<file path="src/rtl/cpu_pkg.sv">
// cpu_pkg: shared datapath widths and register-file types for the CPU core.
package cpu_pkg;
   localparam int DATA_W     = 32;
   localparam int REG_ADDR_W = 3;
   typedef logic [DATA_W-1:0]     word_t;
   typedef logic [REG_ADDR_W-1:0] reg_addr_t;
endpackage

</file>
<file path="src/rtl/regfile_read_port.sv">
// regfile_read_port: asynchronous register-file read mux with optional write-through bypass.
module regfile_read_port #(
   parameter int DATA_W        = cpu_pkg::DATA_W,
   parameter int ADDR_W        = cpu_pkg::REG_ADDR_W,
   parameter bit WRITE_THROUGH = 1'b0
) (
   input  logic [DATA_W-1:0] i_regs [0:(1<<ADDR_W)-1],
   input  logic [ADDR_W-1:0] i_addr,
   input  logic              i_we,
   input  logic [ADDR_W-1:0] i_waddr,
   input  logic [DATA_W-1:0] i_wdata,
   output logic [DATA_W-1:0] o_data
);
   logic w_bypass;
   always_comb begin
      w_bypass = WRITE_THROUGH && i_we && (i_waddr == i_addr);
      o_data   = w_bypass ? i_wdata : i_regs[i_addr];
   end
endmodule

</file>
<file path="src/rtl/register_file.sv">
// register_file: 8x32 general-purpose registers, two async read ports, one sync write port.
module register_file #(
   parameter int DATA_W        = cpu_pkg::DATA_W,
   parameter int ADDR_W        = cpu_pkg::REG_ADDR_W,
   parameter bit WRITE_THROUGH = 1'b0
) (
   input  logic              clk,
   input  logic              rst,
   input  logic [ADDR_W-1:0] readAddr1,
   input  logic [ADDR_W-1:0] readAddr2,
   input  logic [ADDR_W-1:0] writeAddr,
   input  logic              writeEnable,
   input  logic [DATA_W-1:0] writeData,
   output logic [DATA_W-1:0] readData1,
   output logic [DATA_W-1:0] readData2
);
   localparam int DEPTH = 1 << ADDR_W;
   logic [DATA_W-1:0] registers [0:DEPTH-1];
   // Plain always block keeps hierarchical preloads from a bench legal.
   always @(posedge clk) begin
      if (rst)
         for (int i = 0; i < DEPTH; i++) registers[i] <= '0;
      else if (writeEnable)
         registers[writeAddr] <= writeData;
   end
   regfile_read_port #(.DATA_W(DATA_W), .ADDR_W(ADDR_W), .WRITE_THROUGH(WRITE_THROUGH)) u_rp1 (
      .i_regs(registers), .i_addr(readAddr1), .i_we(writeEnable),
      .i_waddr(writeAddr), .i_wdata(writeData), .o_data(readData1)
   );
   regfile_read_port #(.DATA_W(DATA_W), .ADDR_W(ADDR_W), .WRITE_THROUGH(WRITE_THROUGH)) u_rp2 (
      .i_regs(registers), .i_addr(readAddr2), .i_we(writeEnable),
      .i_waddr(writeAddr), .i_wdata(writeData), .o_data(readData2)
   );
endmodule

</file>
<file path="config.mk">
export PLATFORM = sky130hd
export DESIGN_NAME = register_file
export DESIGN_NICKNAME = d
export VERILOG_FILES = /design/src/rtl/cpu_pkg.sv /design/src/rtl/regfile_read_port.sv /design/src/rtl/register_file.sv
export SDC_FILE = /design/constraint.sdc
export NUM_CORES = 1
export LEC_CHECK = 0
export ABC_AREA = 1
export BUFFER_PORTS_ARGS = -buffer_cell sky130_fd_sc_hd__buf_4
export CORE_MARGIN = 2
export CORE_UTILIZATION = 50
export CTS_BUF_LIST = sky130_fd_sc_hd__clkbuf_8
export DETAILED_ROUTE_END_ITERATION = 7
export PLACE_DENSITY_LB_ADDON = 0.1
export SYNTH_ARGS = -nofsm -noshare
export SYNTH_HDL_FRONTEND = slang
export SYNTH_SLANG_ARGS = --single-unit
</file>
<file path="constraint.sdc">
create_clock -name clk -period 1.2 [get_ports clk]
set_clock_uncertainty 0.05 [all_clocks]
set_input_delay 0.24 -clock clk [delete_from_list [all_inputs] [get_ports clk]]
set_output_delay 0.24 -clock clk [all_outputs]
set_load 0.02 [all_outputs]
</file>
# After elaboration in Yosys (flattened, before gate mapping)
# Cells that the tools add are included.
dict set report totals {
  reg_bits 256
  inputBits 44
  out_inout_bits 64
  elab_cells 25
}
dict set report classes {
  order_cmp 4
  muxes 9
  n_bitwise 3
  reduce_logical 1
}
# cell count
set op_table {}
lappend op_table {{$bwmux 256} 1}
lappend op_table {{$bmux 32 s3} 2}
lappend op_table {{$mux 32} 5}
lappend op_table {{$demux 32 s3} 1}
lappend op_table {{$ge 4x4->1 const B} 3}
lappend op_table {{$not 3->4} 3}
lappend op_table {{$lt 4x1->1 const B} 1}
lappend op_table {{$logic_and 1x1->1} 1}

# Logic depth before layout (Yosys ltp)
# Gate-level depths: netlist of run 1.
dict set report depth {
  word_depth 6
  mapped_depth 8
  depth_no_buf 6
}

# Modules after synthesis
# Synthesis of run 1 repeated with hierarchy kept, for this count alone.
dict set report unflattened {
  hier_cells 3139
  area_unflattened_um2 17130.2
}
# module instances cells_per_inst area_per_inst_um2
set modules_own_cells {}
lappend modules_own_cells {register_file 1 1437 10161.0}
lappend modules_own_cells {regfile_read_port 2 851 3484.6}

# Worst setup path before layout of run 1
# Ideal clock, no wire load.
dict set report synth_path {
  path_kind {in2out}
  start {input readAddr2[2]}
  end {output readData2[0]}
  t_arrival_ns 0.986
  required_ns 0.910
  setup_slack_ns -0.076
  path_stages 5
  n_path_buf 2
  cell_sequence {clkbuf_1 > inv_1 > buf_1 > nand2_1 > nand2_1}
}
dict set report synth_between {
  elab_chain_cells 4
}
# element line_no
set synth_rtl {}
lappend synth_rtl {{start: declaration} register_file.sv:10} ;# input logic [ADDR_W-1:0] readAddr2,
lappend synth_rtl {{$not 3->4 (not written as such)} regfile_read_port.sv:17} ;# o_data = w_bypass ? i_wdata : i_regs[i_addr];
lappend synth_rtl {{$bmux 32 s3} regfile_read_port.sv:17}
lappend synth_rtl {{$mux 32 (not written as such) (2 in series)} regfile_read_port.sv:17}
lappend synth_rtl {{end: declaration} register_file.sv:15} ;# output logic [DATA_W-1:0] readData2
# Every way passes these cells. The select of a mux whose other input is x is not followed.

# Worst setup path after layout of run 1
dict set report layout_path {
  start {register registers[195] in the netlist's numbering}
  end {output readData2[3]}
}
dict set report layout_between {
  elab_chain_cells 3
}
# element line_no
set layout_rtl {}
lappend layout_rtl {{start: declaration} register_file.sv:18} ;# logic [DATA_W-1:0] registers [0:DEPTH-1];
lappend layout_rtl {{start signal: indexed assignment} register_file.sv:24} ;# registers[writeAddr] <= writeData;
lappend layout_rtl {{$bmux 32 s3} regfile_read_port.sv:17}
lappend layout_rtl {{$mux 32 (not written as such) (2 in series)} regfile_read_port.sv:17}
# Every way passes these cells. The select of a mux whose other input is x is not followed.

==> impl_metrics.csv, run 1 <==
group,metric,value,unit
timing,relSlewSlack,0.7529,
floorplan,die_area,30900,um^2
floorplan,initial_core_util,0.5112,
logic_synthesis,ys_types,19,
worst_setup_path,crit_path_start_kind,"flop",
timing,setup_ws,-0.5387,ns
timing,worst_slew_pin_slew,0.3706,ns
routing,drc,0,
worst_setup_path,slowest_stage,"dfxtp_2",
job,max-cap-violations,0,
timing,grt_setup_unrepaired,"true",
timing,period_share,1.449,
worst_setup_path,r2r-start,"registers[28]$_SDFFE_PP0P_",
worst_setup_path,r2r_end,"registers[28]$_SDFFE_PP0P_",
logic_synthesis,synth_warnings,0,
min_path,holdPathStages,5,
finish,fill_cells,2716,
worst_setup_path,path_class,"reg2out",
worst_setup_path,rr_worst_depth,3,
finish,final_cell_mix,"665 x nand2_1, 512 x nor2_1, 251 x dfxtp_2",
clock_tree,path_clk_slew,0.06,ns
min_path,min_to,"registers[94]$_SDFFE_PP0P_",
logic_synthesis,synth_top_cell_area_share,0.3474,
finish,nets,2745,
timing,drv_slew,0,
floorplan,die_y,175.8,um
clock_tree,h-tree-depth,2,
routing,detail_route.wl_per_cell,17.34,um
power,ir_drop,1.004,mV
logic_synthesis,synth_area_leader_cell,"dfxtp_1",
finish,largest_reg_flops,256,
global_routing,first_global_vias,16010,
power,p_leak,9.216,nW
worst_setup_path,worstPathRequired,0.91,ns
logic_synthesis,syn_area,14750,um^2
status,violations,"negative setup slack",
timing,final-hold-violation-count,0,
floorplan,core.rowCount,62,
worst_setup_path,r2r_slack,0.38,ns
global_routing,grt_max_degree,81,
floorplan,pin_count,108,
routing,drtAntennaViolNets,0,
finish,top_register,"registers",
worst_setup_path,arrival,1.45,ns
status,status,"finished with violations",
finish,n_antenna_cell,0,
routing,dr.pass1.iters,5,
routing,drt_iter0_markers,1562,
finish,area_delta_synth_final,28.84,%
floorplan,core_area,28860,um^2
clock_tree,clkLatencyLatePin,0.55,ns
min_path,hold_start,"rst",
worst_setup_path,cp_num_buf_inv,2,
power,finalPower,0.02171,W
routing,vias,16850,
clock_tree,numCtsBuffers,47,
global_routing,grt_use_total,0.3436,
global_routing,gr-total-overflow,0,
finish,final_util,0.6586,
global_routing,grt_pass1_wl,84.39,mm
worst_setup_path,path_delay_family,"simple AND/OR/NAND/NOR gates",
worst_setup_path,critPathMaxFanout,2,
power,power.density,1142,nW/um^2
worst_setup_path,path_common_cell,"nand2_1",
worst_setup_path,max_stage_delay,0.32,ns
place,port_buffers,107,
timing,setup_viol_count_final,64,
worst_setup_path,path_cells,"inv_1, nand2_1, nand3_1, nand2_1, nand2_1, nand2_2, buf_6",
place,dp_slack,-0.3960,ns
clock_tree,cts-root-buf,"clkbuf_8",
timing,fin_crit,1.739,ns
min_path,worstHoldPathType,"in2reg",
logic_synthesis,yosys-top-cells-area,"dfxtp_1 35%, nand2_1 21%, nor2_1 13%",
logic_synthesis,avgSynthCellArea,5.732,um^2
worst_setup_path,startpoint,"registers[195]$_SDFFE_PP0P_",
finish,mostFrequentLayoutCell,"nand2_1",
clock_tree,cts_max_path_buffers,3,
floorplan,die_w,175.8,um
routing,wl,54.00,mm
finish,top_regs,"registers x256",
clock_tree,clock-sinks,256,
logic_synthesis,synth_nets,2618,
timing,max_freq,575.2,MHz
logic_synthesis,syn_inst,2574,
worst_setup_path,endpoint_kind,"primary output",
place,hpwlAfterDp,33.81,mm
global_routing,antenna_found_initial,1,
logic_synthesis,synth-seq-cells,256,
routing,drt-vias-per-instance,5.410,
logic_synthesis,yosysSeqAreaShare,0.3474,
finish,drive_gt1_frac,0.3531,
clock_tree,cts_tree,"yes",
place,gp_congestion,0.8789,
==> synth_stat cells <==
cell and count:
buf_2 79, nand2_2 7, inv_1 264, buf_4 6, nor2_2 4, o21ai_1 13
clkbuf_1 56, nor2_1 512, clkbuf_2 6, nand2_4 1, clkinv_2 2, nor2_4 1
nand2_1 833, inv_2 10, dfxtp_1 256, nand3_1 256, buf_6 15, o21ai_0 243
buf_1 10
==> area by class of cell <==
cell class / instances / area, um^2 / share of cell area
flip-flops and latches: 256 / 5439 / 0.2862
multi-input cells: 1870 / 8358 / 0.4397
inverters: 276 / 1046 / 0.05503
clock inverters: 20 / 75.07 / 0.003950
well taps: 384 / 480.5 / 0.02528
clock buffers: 58 / 798.3 / 0.04200
repair buffers: 250 / 2810 / 0.1479
==> stage by stage <==
step | hold slack (ns) | TNS, ns | area (um^2) | cells
finish | 0.1227 | -30.73 | 19010 | 3114
global route | 0.1320 | -35.42 | 19010 | 3114
CTS | 0.1007 | -31.41 | 18490 | 3110
detailed placement | 0.4204 | -49.35 | 16730 | 2999
global placement | 0.4114 | -46.71 | 16730 | 2999
floorplan | 0.3249 | -0.04724 | 15080 | 2574
==> logic make-up after synthesis <==
logic type / Yosys count / share of synthesized area
AND/OR/NAND/NOR: 1614 / 0.4352
AO/OA/AOI/OAI: 256 / 0.08685
buffers and inverters: 448 / 0.1305
flip-flops: 256 / 0.3474
==> worst max-delay path by stage <==
stage | end | slack [ns] | depth (start not counted)
6_report | readData2[3] | -0.54 | 7
5_1_grt | readData2[17] | -0.61 | 7
4_1_cts | readData2[17] | -0.54 | 7
3_5_place_dp | readData2[10] | -0.40 | 9
3_3_place_gp | readData1[10] | -0.39 | 8
2_1_floorplan | readData1[21] | -0.002 | 7
==> routing by layer <==
layer  share of wire  track usage  vias to the layer above
met3           0.088      0.05087                      180
met1            0.42       0.4475                     7717
met5         0.00020            0                        -
li1                -            -                     8098
met2            0.45       0.5607                      851
met4           0.045       0.1625                        2
==> where the power goes <==
| part | internal, W | total, W | switching [W] | leakage [nW] |
|---|---|---|---|---|
| registers | 0.00886 | 0.00905 | 0.000188 | 2.20 |
| clock network | 0.00429 | 0.00795 | 0.00366 | 0.524 |
| logic | 0.00184 | 0.00471 | 0.00288 | 6.50 |
==> tightest hold or removal path: stages <==
cell,delay (ns)
buf_4,0.09
inv_4,0.07
buf_4,0.18
o21ai_0,0.07
nor2_1,0.04
==> timing repair <==
item | CTS | global route
pin swaps | 150 | 167
gates resized for setup | 445 | 216
setup buffers | 1 | 4
endpoints found under the setup margin | 64 | 64
endpoints found under the hold margin | 245 | 0
hold buffers | 32 | 0
(Power assumes the default switching activity.)
==> run 2, diff against run 1 <==
Settings changed: CTS_BUF_LIST sky130_fd_sc_hd__clkbuf_8 to not set.
==> run 2 against run 1 <==
Net effect:
- the flow still finishes with violations (negative setup slack)
- die area is the same
- register-to-register slack lost 0.14 ns
- power grew 8.2%
==> impl_metrics.csv, run 2 (synthesized netlist as in run 1, its figures left out) <==
group,metric,value,unit
status,status,"finished with violations",
status,violations,"negative setup slack",
finish,top_regs,"registers x256",
routing,vias,16800,
routing,detail_route.wl_per_cell,17.64,um
finish,final_util,0.6695,
place,hpwlAfterDp,33.81,mm
power,sw_frac_of_total,0.2975,
power,power.internal,0.01651,W
clock_tree,cts_tree,"yes",
clock_tree,cts_max_path_buffers,3,
worst_setup_path,arrival,1.45,ns
power,combPwrFrac,0.204,
min_path,worstHoldPathType,"in2reg",
finish,n_antenna_cell,0,
timing,worst_slew_pin_slew,0.3724,ns
finish,area_delta_synth_final,30.96,%
routing,drt_iter0_markers,1520,
routing,dr.pass1.iters,5,
clock_tree,clkLatencyLatePin,0.56,ns
place,port_buffers,107,
timing,fin_crit,1.744,ns
floorplan,die_area,30900,um^2
worst_setup_path,slowest_stage,"dfxtp_2",
finish,instances_no_fill,3095,
global_routing,gr-total-overflow,0,
finish,final_cell_mix,"640 x nand2_1, 512 x nor2_1, 253 x dfxtp_2",
power,power_frac_clock,0.411,
finish,drive_gt1_frac,0.3774,
finish,nets,2732,
power,power.density,1216,nW/um^2
worst_setup_path,path_cells,"inv_1, nand2_1, nand3_1, nand2_1, nand2_1, nand2_2, buf_6",
timing,setup_ws,-0.5444,ns
global_routing,grt_max_degree,81,
worst_setup_path,endpoint_kind,"primary output",
clock_tree,clock-sinks,256,
power,p_leak,9.246,nW
place,placed_cell_area,16730,um^2
timing,setup_viol_count_final,64,
floorplan,die_y,175.8,um
routing,wl,54.61,mm
routing,drc,0,
worst_setup_path,crit_path_start_kind,"flop",
floorplan,die_w,175.8,um
global_routing,grt_use_total,0.3445,
finish,seq_area,5441,um^2
global_routing,first_global_vias,15980,
finish,stdcell_area,19320,um^2
finish,top_register,"registers",
timing,max_freq,573.3,MHz
timing,drv_slew,0,
timing,relSlewSlack,0.7517,
clock_tree,cts-root-buf,"clkbuf_16",
finish,fill_cells,2654,
finish,multi_input_area,8481,um^2
global_routing,grt_pass1_wl,84.78,mm
global_routing,antenna_found_initial,1,
floorplan,core.rowCount,62,
finish,mostFrequentLayoutCell,"nand2_1",
worst_setup_path,max_stage_delay,0.33,ns
timing,grt_setup_unrepaired,"true",
worst_setup_path,path_class,"reg2out",
clock_tree,numCtsBuffers,30,
timing,fin_setup_tns,-31.75,ns
place,place_inst,2999,
worst_setup_path,critPathMaxFanout,2,
power,pwr-share-seq,0.385,
place,gp_congestion,0.8789,
floorplan,core_area,28860,um^2
clock_tree,h-tree-depth,1,
timing,final-hold-violation-count,0,
routing,drtAntennaViolNets,0,
power,p_sw,0.006991,W
power,ir_drop,1.336,mV
finish,largest_reg_flops,256,
job,max-cap-violations,0,
timing,period_share,1.454,
floorplan,pin_count,108,
worst_setup_path,path_common_cell,"nand2_1",
worst_setup_path,worstPathRequired,0.91,ns
power,finalPower,0.02350,W
floorplan,initial_core_util,0.5112,
routing,drt-vias-per-instance,5.429,
clock_tree,path_clk_slew,0.06,ns
[run 2: cell types whose count changed in the layout (fill, tap and decap cells not counted), moves of 10 or more]
| cell | before | now |
|---|---|---|
| clkbuf_8 | 58 | 4 |
| inv_1 | 87 | 44 |
| clkbuf_16 | 0 | 31 |
| nand2_1 | 665 | 640 |
| nand2_2 | 175 | 200 |
| inv_2 | 204 | 227 |
| nand3_1 | 209 | 197 |
| nand3_2 | 47 | 59 |
| clkinv_2 | 2 | 12 |
[run 2: metrics by stage]
stage / hold slack [ns] / worst slack (ns)
6_report: 0.1096 / -0.5444
2_1_floorplan: 0.3249 / -0.002152
5_1_grt: 0.1292 / -0.6295
3_3_place_gp: 0.4114 / -0.3936
3_5_place_dp: 0.4204 / -0.3960
4_1_cts: 0.09673 / -0.5477
[run 2: what timing repair did]
item | in CTS | in global routing
endpoints found under the hold margin | 250 | 0
hold buffers | 32 | 0
endpoints found under the setup margin | 64 | 64
resized for setup | 448 | 275
pin swaps | 147 | 192
buffers inserted | 3 | 6
[run 2: final cells by class]
class,instances,area share
well taps,384,0.02487
multi-input cells,1870,0.4390
clock buffers,39,0.04378
inverters,276,0.05414
clock inverters,16,0.009585
repair buffers,254,0.1470
flip-flops and latches,256,0.2817
[run 2: layer usage]
metal,routed length [um],track usage
met2,24610,0.5618
met4,2710,0.1612
met5,13,0
met1,22770,0.4539
met3,4508,0.04394
[run 2: worst max-delay path, delay by kind of cell, from the launching register on]
family / cells / cell delay (ns)
buffers and inverters: 2 / 0.16
flip-flops: 1 / 0.33
AND/OR/NAND/NOR: 5 / 0.39
[run 2: worst paths after layout]
path / start / to / slack [ns] / depth (start not counted)
worst max-delay path: registers[183]$_SDFFE_PP0P_ / readData1[23] / -0.54 / 7
worst min-delay path: rst / registers[94]$_SDFFE_PP0P_ / 0.11 / 5
worst max register to register: registers[33]$_SDFFE_PP0P_ / registers[33]$_SDFFE_PP0P_ / 0.24 / 4
worst min register to register: registers[39]$_SDFFE_PP0P_ / registers[39]$_SDFFE_PP0P_ / 0.42 / 2
[run 2: power by group through the flow]
stage                     sequential (W)  combinational, W  clock [W]
after CTS                        0.00902           0.00448    0.00978
after global routing             0.00907           0.00518     0.0101
after floorplan                  0.00909           0.00265          0
final                            0.00905           0.00478    0.00967
after global placement           0.00912           0.00413          0
after detailed placement         0.00913           0.00418          0
==> run 3, diff against run 2 <==
Settings changed: ABC_AREA 1 to not set.
==> run 3 against run 2 <==
Net effect:
- clock power rose by 2.6%
- synthesized cell count is 46% lower
- synthesized area down 9.9%
- global-route usage decreased by 6.9 points
- register-to-register slack improved by 0.21 ns
- die area shrank 9.7%
- critical path type unchanged
- the run still ends with negative setup slack left
- maximum frequency fell by 18%
- critical endpoint is now readData2[23]
- worst setup slack lost 0.37 ns
- sequential power down 2.5%
- first-iteration DRC count decreased by 46%
- sequential cell count is the same
==> impl_metrics.csv, run 3 <==
group,metric,value,unit
status,status,"finished with violations",
timing,setup_ws,-0.9164,ns
logic_synthesis,syn_area,13290,um^2
logic_synthesis,ys_types,20,
job,max-cap-violations,0,
worst_setup_path,r2r-start,"registers[10]$_SDFFE_PP0P_",
timing,worst_slew_pin_slew,0.3048,ns
routing,drc,0,
clock_tree,h-tree-depth,1,
finish,largest_reg_flops,256,
logic_synthesis,synth_common_cells,"512 x nand2_1, 256 x a21oi_1, 256 x dfxtp_1",
clock_tree,cts_max_path_buffers,3,
routing,detail_route.wl_per_cell,20.81,um
clock_tree,cts-root-buf,"clkbuf_16",
timing,relSlewSlack,0.7968,
global_routing,grt_use_total,0.2750,
routing,wl,38.62,mm
floorplan,die_y,167.0,um
place,placed_cell_area,14830,um^2
logic_synthesis,synth_nets,1435,
min_path,worstHoldPathType,"in2reg",
routing,drtAntennaViolNets,0,
status,violations,"negative setup slack",
finish,drive_gt1_frac,0.3458,
power,pwr-share-seq,0.418,
timing,max_freq,472.5,MHz
worst_setup_path,startpoint,"registers[87]$_SDFFE_PP0P_",
finish,top_register,"registers",
worst_setup_path,arrival,1.83,ns
timing,grt_setup_unrepaired,"true",
global_routing,gr-total-overflow,0,
power,ir_drop,1.353,mV
finish,mostFrequentLayoutCell,"nand2_1",
logic_synthesis,synth_area_leader_cell,"dfxtp_1",
finish,n_antenna_cell,0,
logic_synthesis,synthArstFlopShare,0,
logic_synthesis,avgSynthCellArea,9.552,um^2
timing,drv_slew,0,
finish,nets,1542,
routing,drt-vias-per-instance,5.819,
clock_tree,numCtsBuffers,29,
timing,fin_crit,2.116,ns
floorplan,core_area,26060,um^2
clock_tree,clkLatencyLatePin,0.53,ns
clock_tree,cts_tree,"yes",
global_routing,antenna_found_initial,0,
power,power.density,1275,nW/um^2
global_routing,first_global_vias,10570,
worst_setup_path,r2r_end,"registers[10]$_SDFFE_PP0P_",
worst_setup_path,cp-endpoint,"readData2[23]",
routing,drt_iter0_markers,817,
floorplan,core.rowCount,59,
timing,period_share,1.764,
logic_synthesis,synth-seq-cells,256,
finish,final_cell_mix,"512 x nand2_1, 256 x a21oi_1, 182 x dfxtp_1",
finish,final_util,0.6351,
power,p_leak,6.001,nW
finish,fill_cells,2120,
logic_synthesis,yosysSeqAreaShare,0.3857,
power,sw_frac_of_total,0.2389,
global_routing,grt_max_degree,38,
place,gp_congestion,0.8196,
worst_setup_path,endpoint_kind,"primary output",
logic_synthesis,synth_warnings,0,
place,port_buffers,107,
power,p_sw,0.005041,W
floorplan,die_w,167.0,um
global_routing,grt_pass1_wl,60.59,mm
floorplan,pin_count,108,
logic_synthesis,synth_most_common_cell,"nand2_1",
place,dp_slack,-0.7592,ns
logic_synthesis,syn_inst,1391,
logic_synthesis,yosys-top-cells-area,"dfxtp_1 39%, nand2_1 14%, mux4_2 12%",
place,hpwlAfterDp,24.92,mm
power,power.internal,0.01606,W
worst_setup_path,path_class,"reg2out",
clock_tree,clock-sinks,256,
worst_setup_path,r2r_slack,0.45,ns
power,power_frac_clock,0.470,
finish,area_delta_synth_final,24.57,%
floorplan,die_area,27890,um^2
clock_tree,path_clk_slew,0.06,ns
routing,vias,10800,
finish,multi_input_area,7238,um^2
worst_setup_path,critPathMaxFanout,3,
logic_synthesis,synth_edf_count,0,
finish,stdcell_area,16550,um^2
worst_setup_path,rr_worst_depth,3,
routing,dr.pass1.iters,5,
finish,top_regs,"registers x256",
worst_setup_path,worstPathRequired,0.91,ns
floorplan,initial_core_util,0.5099,
finish,seq_area,5218,um^2
logic_synthesis,ys.flop_type,"dfxtp_1",
timing,setup_viol_count_final,64,
logic_synthesis,synth_top_cell_area_share,0.3857,
timing,final-hold-violation-count,0,
power,combPwrFrac,0.112,
worst_setup_path,crit_path_start_kind,"flop",
power,finalPower,0.02110,W
==> run 3: cell types whose count changed after synthesis, moves of 58 or more <==
cell	previous run	this run
nor2_1	512	0
mux4_2	0	70
nand3_1	256	0
a21oi_1	0	256
inv_1	264	0
nand2_1	833	512
mux4_1	0	58
o21ai_0	243	0
==> run 3: timing repair <==
item,CTS,global route
setup endpoints to repair,64,64
buffers inserted,3,0
endpoints found under the hold margin,256,0
hold buffers,33,0
resized for setup,123,25
==> run 3: cell type report <==
type | instances | area share
multi-input combinational | 976 | 0.4373
tap | 335 | 0.02533
timing repair buffer | 235 | 0.1573
clock buffer | 37 | 0.04868
clock inverter | 17 | 0.01610
sequential | 256 | 0.3152
==> run 3: worst min-delay path by stage <==
stage | start | end | slack, ns | depth (start not counted)
after floorplan | registers[100]$_SDFFE_PP0P_ | registers[100]$_SDFFE_PP0P_ | 0.39 | 2
after global placement | registers[213]$_SDFFE_PP0P_ | registers[213]$_SDFFE_PP0P_ | 0.40 | 2
after detailed placement | registers[212]$_SDFFE_PP0P_ | registers[212]$_SDFFE_PP0P_ | 0.41 | 2
after global routing | writeAddr[0] | registers[243]$_SDFFE_PP0P_ | 0.26 | 5
final | writeAddr[0] | registers[243]$_SDFFE_PP0P_ | 0.25 | 5
after CTS | writeAddr[0] | registers[243]$_SDFFE_PP0P_ | 0.24 | 5
==> run 3: critical path: stages, from the launching register on <==
cell and delay (ns):
dfxtp_2 0.32, mux4_2 0.51, mux2_4 0.30, buf_6 0.13
==> run 3: metrics by stage <==
step / std cells / setup TNS [ns] / hold slack [ns]
4_1_cts: 1856 / -55.34 / 0.2358
5_1_grt: 1856 / -56.81 / 0.2581
3_5_place_dp: 1766 / -98.11 / 0.4072
6_report: 1856 / -54.50 / 0.2473
2_1_floorplan: 1391 / -28.41 / 0.3915
3_3_place_gp: 1766 / -94.21 / 0.3986
==> run 3: routing by layer <==
| metal | vias to the layer above | track usage | wire length, um |
|---|---|---|---|
| met4 | 0 | 0.06859 | 822 |
| met3 | 59 | 0.03208 | 2321 |
| met5 | - | 0 | 0 |
| li1 | 5030 | - | - |
| met2 | 397 | 0.4622 | 18870 |
| met1 | 5314 | 0.3810 | 16600 |
==> run 3: power by group through the flow <==
| stage | Sequential (W) | Clock (W) | Combinational, W |
|---|---|---|---|
| floorplan | 0.00895 | 0 | 0.00151 |
| global placement | 0.00899 | 0 | 0.00219 |
| detailed placement | 0.00899 | 0 | 0.00221 |
| CTS | 0.00881 | 0.0100 | 0.00236 |
| global route | 0.00884 | 0.0104 | 0.00250 |
| finish | 0.00882 | 0.00992 | 0.00236 |
==> run 3: cell families after synthesis <==
logic type             synth area share
AO/OA/AOI/OAI                   0.09643
flip-flops                       0.3857
buffers and inverters           0.06922
AND/OR/NAND/NOR                  0.1579
multiplexers                     0.2907
